<file path="src/rtl/johnson_cmd_if.sv">
// Command handshake bundle for the Johnson ring sequencer.
// The controller side is the slave; whoever issues runs is the master.
interface johnson_cmd_if #(
    parameter int CNT_W = 8,
    parameter int DIV_W = 8
);
    logic             cmd_valid;
    logic             cmd_ready;
    logic [CNT_W-1:0] cmd_steps;
    logic             cmd_dir;
    logic [DIV_W-1:0] cmd_div;

    modport master (
        output cmd_valid,
        output cmd_steps,
        output cmd_dir,
        output cmd_div,
        input  cmd_ready
    );

    modport slave (
        input  cmd_valid,
        input  cmd_steps,
        input  cmd_dir,
        input  cmd_div,
        output cmd_ready
    );
endinterface

</file>
<file path="src/rtl/johnson_seq_ctrl.sv">
// Command-driven sequencer for a WIDTH-bit Johnson phase counter with
// rate divider, abort, and self-repair of illegal ring codes.
module johnson_seq_ctrl #(
    parameter int  WIDTH = 4,
    parameter int  CNT_W = 8,
    parameter int  DIV_W = 8,
    localparam int PH_W  = $clog2(2 * WIDTH)
) (
    input  logic             clk,
    input  logic             reset,
    johnson_cmd_if.slave     cmd,
    input  logic             abort,
    output logic [WIDTH-1:0] q,
    output logic [PH_W-1:0]  phase,
    output logic             step_pulse,
    output logic [CNT_W-1:0] steps_left,
    output logic             busy,
    output logic             done,
    output logic             aborted,
    output logic             err_recover
);

    localparam logic [1:0] S_IDLE = 2'd0;
    localparam logic [1:0] S_RUN  = 2'd1;
    localparam logic [1:0] S_DONE = 2'd2;

    localparam logic [WIDTH-1:0] Q_INIT = {{(WIDTH-1){1'b0}}, 1'b1};

    logic [1:0]       r_state;
    logic [WIDTH-1:0] r_q;
    logic [CNT_W-1:0] r_left;
    logic [DIV_W-1:0] r_div_cnt;
    logic [DIV_W-1:0] r_div;
    logic             r_dir;
    logic             r_pulse;
    logic             r_err;
    logic             r_aborted;

    logic             w_legal;
    logic [PH_W-1:0]  w_phase;
    logic             w_due;
    logic [WIDTH-1:0] w_q_next;

    function automatic logic [WIDTH-1:0] jcode(input int k);
        logic [WIDTH-1:0] c;
        for (int i = 0; i < WIDTH; i++) begin
            c[i] = (k <= WIDTH) ? (i < k) : (i >= k - WIDTH);
        end
        return c;
    endfunction

    // One comparator per legal code yields both the legality flag and the phase.
    always_comb begin
        w_legal = 1'b0;
        w_phase = '0;
        for (int k = 0; k < 2 * WIDTH; k++) begin
            if (r_q == jcode(k)) begin
                w_legal = 1'b1;
                w_phase = k[PH_W-1:0];
            end
        end
    end

    assign w_due    = (r_div_cnt == r_div);
    assign w_q_next = r_dir ? {~r_q[0], r_q[WIDTH-1:1]}
                            : {r_q[WIDTH-2:0], ~r_q[WIDTH-1]};

    always_ff @(posedge clk or negedge reset) begin
        if (!reset) begin
            r_state   <= S_IDLE;
            r_q       <= Q_INIT;
            r_left    <= '0;
            r_div_cnt <= '0;
            r_div     <= '0;
            r_dir     <= 1'b0;
            r_pulse   <= 1'b0;
            r_err     <= 1'b0;
            r_aborted <= 1'b0;
        end else begin
            r_pulse <= 1'b0;
            r_err   <= 1'b0;
            case (r_state)
                S_IDLE: begin
                    r_aborted <= 1'b0;
                    if (cmd.cmd_valid) begin
                        r_dir     <= cmd.cmd_dir;
                        r_div     <= cmd.cmd_div;
                        r_left    <= cmd.cmd_steps;
                        r_div_cnt <= '0;
                        r_state   <= (cmd.cmd_steps == '0) ? S_DONE : S_RUN;
                    end
                end
                S_RUN: begin
                    if (abort) begin
                        r_state   <= S_DONE;
                        r_aborted <= 1'b1;
                    end else if (w_due) begin
                        r_div_cnt <= '0;
                        r_left    <= r_left - CNT_W'(1);
                        // An illegal ring swallows the step; the repair below wins.
                        if (w_legal) begin
                            r_q     <= w_q_next;
                            r_pulse <= 1'b1;
                        end
                        if (r_left == CNT_W'(1)) begin
                            r_state <= S_DONE;
                        end
                    end else begin
                        r_div_cnt <= r_div_cnt + DIV_W'(1);
                    end
                end
                S_DONE: begin
                    r_state   <= S_IDLE;
                    r_aborted <= 1'b0;
                end
                default: r_state <= S_IDLE;
            endcase
            if (!w_legal) begin
                r_q   <= Q_INIT;
                r_err <= 1'b1;
            end
        end
    end

    assign cmd.cmd_ready = (r_state == S_IDLE);
    assign q             = r_q;
    assign phase         = w_phase;
    assign step_pulse    = r_pulse;
    assign steps_left    = r_left;
    assign busy          = (r_state == S_RUN);
    assign done          = (r_state == S_DONE);
    assign aborted       = r_aborted;
    assign err_recover   = r_err;

endmodule

</file>
<file path="src/flat_wrapper.sv">
// flat-port wrapper written by rule: the top's interface ports become plain ports
module johnson_seq_ctrl_flat 
#(
    parameter int  WIDTH = 4,
    parameter int  CNT_W = 8,
    parameter int  DIV_W = 8,
    localparam int PH_W  = $clog2(2 * WIDTH)
)
  (clk, reset, abort, q, phase, step_pulse, steps_left, busy, done, aborted, err_recover, cmd_cmd_valid, cmd_cmd_steps, cmd_cmd_dir, cmd_cmd_div, cmd_cmd_ready);
  johnson_cmd_if #(.CNT_W(CNT_W), .DIV_W(DIV_W)) cmd_i ();
  input  logic clk;
  input  logic reset;
  input  logic abort;
  output logic [WIDTH-1:0] q;
  output logic [PH_W-1:0] phase;
  output logic step_pulse;
  output logic [CNT_W-1:0] steps_left;
  output logic busy;
  output logic done;
  output logic aborted;
  output logic err_recover;
  input wire logic [$bits(cmd_i.cmd_valid)-1:0] cmd_cmd_valid;
  input wire logic [$bits(cmd_i.cmd_steps)-1:0] cmd_cmd_steps;
  input wire logic [$bits(cmd_i.cmd_dir)-1:0] cmd_cmd_dir;
  input wire logic [$bits(cmd_i.cmd_div)-1:0] cmd_cmd_div;
  output wire logic [$bits(cmd_i.cmd_ready)-1:0] cmd_cmd_ready;
  assign cmd_i.cmd_valid = cmd_cmd_valid;
  assign cmd_i.cmd_steps = cmd_cmd_steps;
  assign cmd_i.cmd_dir = cmd_cmd_dir;
  assign cmd_i.cmd_div = cmd_cmd_div;
  assign cmd_cmd_ready = cmd_i.cmd_ready;
  johnson_seq_ctrl #(.WIDTH(WIDTH), .CNT_W(CNT_W), .DIV_W(DIV_W)) u_core (.clk(clk), .reset(reset), .cmd(cmd_i), .abort(abort), .q(q), .phase(phase), .step_pulse(step_pulse), .steps_left(steps_left), .busy(busy), .done(done), .aborted(aborted), .err_recover(err_recover));
endmodule
</file>
<file path="config.mk">
export PLATFORM = sky130hd
export DESIGN_NAME = johnson_seq_ctrl_flat
export DESIGN_NICKNAME = d
export VERILOG_FILES = /design/src/rtl/johnson_cmd_if.sv /design/src/rtl/johnson_seq_ctrl.sv /design/src/flat_wrapper.sv
export SDC_FILE = /design/constraint.sdc
export NUM_CORES = 1
export LEC_CHECK = 0
export ABC_AREA = 0
export CORE_UTILIZATION = 51
export CTS_CLUSTER_DIAMETER = 120
export DETAILED_ROUTE_END_ITERATION = 10
export GPL_TIMING_DRIVEN = 0
export PLACE_DENSITY_LB_ADDON = 0.12
export REMOVE_ABC_BUFFERS = 1
export SYNTH_ARGS = -nofsm -noshare
export SYNTH_HDL_FRONTEND = slang
export SYNTH_SLANG_ARGS = --single-unit
</file>
<file path="constraint.sdc">
create_clock -name clk -period 2.1 [get_ports clk]
set_input_delay 0.21 -clock clk [delete_from_list [all_inputs] [get_ports clk]]
set_output_delay 0.21 -clock clk [all_outputs]
set_load 0.02 [all_outputs]
</file>
# == Word-level counts from Yosys, hierarchy flattened ==
# Index checks and enable logic that the tools add are counted.
# op_classes
n_addsub,2
n_eq_ne,20
n_mux,41
bitwise,2
n_reduce_logical,12
# ops
op,n
8-bit 2-to-1 mux,6
8-bit one-hot mux with 2 select lines,2
4-bit 2-to-1 mux,5
"4-bit == test, second input constant",4
1-bit 2-to-1 mux,15
2-bit 2-to-1 mux,7
3-bit 2-to-1 mux,4
"2-bit != test, second input constant",6
3-bit AND reduction,3
"8-bit by 1-bit adder with 8-bit output, second input constant",1
"8-bit by 1-bit == test with 1-bit output, second input constant",1
8-bit == test,1
8-bit zero test,1
"8-bit by 1-bit subtractor with 8-bit output, second input constant",1
"3-bit by 2-bit != test with 1-bit output, second input constant",2
"4-bit by 1-bit == test with 1-bit output, second input constant",1
"4-bit by 2-bit == test with 1-bit output, second input constant",1
"4-bit by 3-bit == test with 1-bit output, second input constant",1
4-bit zero test,1
2-bit one-hot mux with 2 select lines,1
2-bit AND reduction,2
4-bit AND reduction,1
2-bit nonzero test,2
"2-bit by 1-bit == test with 1-bit output, second input constant",1
6 further kinds,7
# word_totals
ff_bits,34
inputBits,21
out_inout_bits,21

# == Logic depth before layout (Yosys ltp) ==
# logic_depth
depth_word,13
mapped_depth,7

# == Least setup slack after synthesis ==
# OpenSTA, ideal clock, no wires.
# synth_timing
path_kind,flip-flop to flip-flop
start,"register u_core.r_left[2], in the netlist u_core.steps_left[2]"
end,"register u_core.r_left[7], in the netlist u_core.steps_left[7]"
setup_time_ps,133
t_arrival_ps,1479
required_ps,1967
path_slack_ps,489
path_stages_with_launch,6
path_cell_list,dfrtp_1 or4_4 nor4_2 nand3_1 o21ai_0 a22oi_2
# synth_via
elab_chain_cells,4
# synth_lines
item,line_no,source
start: declaration,johnson_seq_ctrl.sv:31,logic [CNT_W-1:0] r_left;
start signal: assignment,johnson_seq_ctrl.sv:88,r_left <= cmd.cmd_steps;
start signal: assignment,johnson_seq_ctrl.sv:99,r_left <= r_left - CNT_W'(1);
8-bit by 1-bit subtractor with 8-bit output,johnson_seq_ctrl.sv:99,
8-bit 2-to-1 mux,johnson_seq_ctrl.sv:97,end else if (w_due) begin
8-bit 2-to-1 mux,johnson_seq_ctrl.sv:94,if (abort) begin
8-bit one-hot mux with 2 select lines,johnson_seq_ctrl.sv:82,case (r_state)
# No other way between the ends. The select of a mux whose other input is x is not followed.
# A chain may end at the register's enable or synchronous reset.

# == Worst setup path in the final report ==
# layout_timing
start,register u_core.r_state[1]
end,output port busy
# layout_via
elab_chain_cells,1
# layout_lines
item,line_no,source
start: declaration,johnson_seq_ctrl.sv:29,logic [1:0] r_state;
start signal: assignment,johnson_seq_ctrl.sv:90,r_state <= (cmd.cmd_steps == '0) ? S_DONE : S_RUN;
2-bit by 1-bit == test with 1-bit output,johnson_seq_ctrl.sv:130,assign busy = (r_state == S_RUN);
end: declaration,flat_wrapper.sv:18,output logic busy;
# No other way between the ends.

==> run_results.csv <==
group,metric,value,unit
sta,rsz0062_at_grt,"no",
finish,layout_common_cells,"37 x clkdlybuf4s50_1, 32 x dfrtp_1, 15 x nor2_1",
grt,met1_usage,0.308,
floorplan,die_h,64.0,um
grt,grt_overflow,0,
grt,grt_use_total,0.249,
sta,hold_violations,0,
critical_path,r2r_setup_slack,0.13,ns
min_path,hold_path_startpoint,"u_core.aborted",
finish,drive_gt1_frac,0.155,
power_and_ir_drop,p_int,2.08,mW
power_and_ir_drop,switchingPower,1.61,mW
clock_network,htree_levels,2,
yosys,ys.flop_type,"dfrtp_1",
sta,setup_viol,0,
power_and_ir_drop,power_frac_clock,0.133,
yosys,yosys.area.top_type,"dfrtp_1",
floorplan,rows,22,
critical_path,cp_slowest_cell,"clkdlybuf4s50_1",
placement,finalWeightedCongestion,0.829,
clock_network,cts_setup_buffers,0,
clock_network,clkLatencyLatePin,0.29,ns
yosys,synth.avg_cell_area,9.96,um^2
critical_path,timing.rr.end,"u_core.r_div[7]",
floorplan,core_area,3690,um^2
power_and_ir_drop,ir_worst_vdd,678,uV
clock_network,cts_tree,"yes",
critical_path,arrival,1.81,ns
yosys,synth_compound_area_frac,0.200,
yosys,synth_top_family_by_area,"simple AND/OR/NAND/NOR gates",
yosys,synth_fa_ha_area_frac,0.0191,
sta,setup_slack,0.0800,ns
critical_path,slowest_delay,0.63,ns
sta,worst_clock_skew,0.00994,ns
yosys,ys_seq_area_frac,0.434,
routing,final_antenna_net_count,0,
min_path,min_to,"u_core.aborted",
critical_path,path_max_fanout,15,
yosys,synth.area.top_cells,"dfrtp_1 42%, mux2_2 5.7%, xnor2_1 4.0%, a21oi_1 3.6%, nor2_1 2.9%",
power_and_ir_drop,finalPower,3.70,mW
floorplan,io_pins,42,
critical_path,crit_path_start_kind,"flop",
finish,antenna_cells,0,
grt,grt_pass1_vias,1675,
routing,drc,0,
critical_path,worstPathRequired,1.89,ns
yosys,syn_inst,197,
sta,slew_headroom,0.500,
placement,io_buffers,41,
floorplan,die_x,64.0,um
routing,via_per_inst,5.90,
critical_path,cp-end-kind,"primary output",
grt,grt_pass1_wl,7710,um
critical_path,reg2regPathDepth,4,
power_and_ir_drop,p_per_area,1470,nW/um^2
clock_network,root_buffer,"clkbuf_8",
clock_network,clock-sinks,34,
yosys,yosysWarnings,0,
yosys,synthArstFlopShare,1.00,
sta,worstMarginPinSlew,0.751,ns
grt,grt_max_degree,35,
clock_network,numCtsBuffers,5,
critical_path,reg2reg_from,"u_core.r_state[0]",
yosys,syn-cell-area,1960,um^2
grt,use_met2,0.422,
placement,place_hpwl,3220,um
grt,busiest_layer,"met2",
finish,area_delta_synth_final,27.9,%
routing,wire_per_inst,15.8,um
power_and_ir_drop,p_sw_frac,0.437,
placement,post-place-ws,-0.162,ns
grt,antenna_found_initial,0,
sta,drv_slew,0,
sta,fin_crit,2.02,ns
floorplan,die_area,4100,um^2
finish,layout.nets,262,
yosys,synth-seq-cells,34,
yosys,synthSimpleGateAreaFrac,0.202,
yosys,synthMuxAreaShare,0.0676,
finish,fin_util,0.680,
yosys,synth_top_area_frac,0.421,
critical_path,crit_chain,"nand2b_4, inv_4, clkdlybuf4s50_1",
critical_path,path_class,"flop to primary output",
min_path,whs_path_depth,2,
sta,fmax,0.495,GHz
min_path,hp-class,"flop to flop",
power_and_ir_drop,combPwrFrac,0.525,
finish,final_common_cell,"clkdlybuf4s50_1",
routing,via_count,1692,
clock_network,cts_buffer_depth,2,
job,cap_violations,0,
routing,wirelength,4540,um
floorplan,initial_core_util,0.532,
power_and_ir_drop,p_leak,1.01,nW
routing,drt_iter0_markers,153,
yosys,synth-xor-area-share,0.0446,
sta,period_share,0.962,
power_and_ir_drop,sequentialPowerShare,0.342,
yosys,synth_edf_count,0,
routing,first_pass_iters,5,
clock_network,path_clk_slew,0.07,ns
grt,met3_usage,0.0518,
yosys,synth.distinct_cells,53,
status,status,"complete, no violations",
[worst max-delay path by stage]
stage | startpoint | to | depth (start not counted)
finish | u_core.r_state[1] | busy | 3
floorplan | u_core.r_state[0] | u_core.r_div_cnt[6] | 5
global route | u_core.q[1] | phase[2] | 5
global placement | u_core.r_state[0] | busy | 3
CTS | u_core.q[1] | phase[2] | 5
detailed placement | u_core.r_state[0] | busy | 3
[power by group through the flow]
stage	logic, mW	clock network [mW]	registers [mW]
floorplan	1.12	0	1.32
global placement	1.84	0	1.24
detailed placement	1.91	0	1.26
CTS	1.93	0.509	1.26
global route	2.10	0.528	1.31
finish	1.94	0.493	1.26
[sequential cells by signal, indices dropped and copies added (netlist names)]
register / cells
u_core.r_div: 8
u_core.r_div_cnt: 8
u_core.steps_left: 8
u_core.q: 4
u_core.r_state: 2
u_core.aborted: 1
u_core.err_recover: 1
u_core.r_dir: 1
u_core.step_pulse: 1
[synthesized netlist by cell type (2+ instances only)]
library cell,count
nand2_1,7
a21oi_1,14
inv_1,7
a211oi_1,3
mux2i_1,2
o211ai_1,4
or4_1,2
o31ai_1,3
nor4_2,2
buf_2,3
dfrtp_1,33
nand3_1,8
nor2b_1,4
mux2_2,10
o21ai_0,10
nor2_4,2
nand2b_1,4
or3_1,3
a21o_1,2
and3_1,4
nand4_1,3
clkbuf_1,3
nor3_1,2
o311ai_1,2
nor2_2,2
nor2_1,15
xnor2_1,9
ha_1,3
a22o_1,6
and4_2,2
[timing repair]
| item | 4_1_cts | 5_1_grt |
|---|---|---|
| endpoints found under the setup margin | 10 | 6 |
| endpoints found under the hold margin | 8 | 0 |
| hold buffers | 1 | 0 |
| gates resized for setup | 7 | 3 |
[stage by stage]
stage | std cells | hold slack (ns) | cell area [um^2] | setup TNS (ns)
after floorplan | 189 | -0.0856 | 1920 | 0
after global placement | 278 | 0.478 | 2390 | -0.258
after detailed placement | 278 | 0.315 | 2390 | -0.613
after CTS | 287 | 0.503 | 2500 | 0
after global routing | 287 | 0.526 | 2510 | 0
final | 287 | 0.497 | 2510 | 0
[per-layer routing]
metal | up-vias | routed length [um]
li1 | 817 | -
met1 | 818 | 2000
met2 | 50 | 2260
met3 | 7 | 233
met4 | 0 | 53
met5 | - | 0
[area by class of cell]
type	count	area [um^2]
multi-input combinational	148	1060
clock inverter	1	5.00
sequential	34	853
tap	48	60.1
clock buffer	7	86.3
inverter	7	28.8
timing repair buffer	42	415
fill	309	1180
[logic make-up (layout without fill, tap and decap cells)]
kind of cell,count (synthesis),count (layout)
AND/OR/NAND/NOR,67,67
AO/OA/AOI/OAI,56,56
flip-flops,34,34
buffers and inverters,15,57
multiplexers,12,12
XOR/XNOR,10,10
adder cells (fa/ha/maj),3,3
[critical path: cells and delay by family (launching register included)]
family                 cells  cell delay (ns)
flip-flops                 1             0.46
AND/OR/NAND/NOR            1             0.27
buffers and inverters      2             0.79
Note: power is estimated with default switching activity, not from simulation.
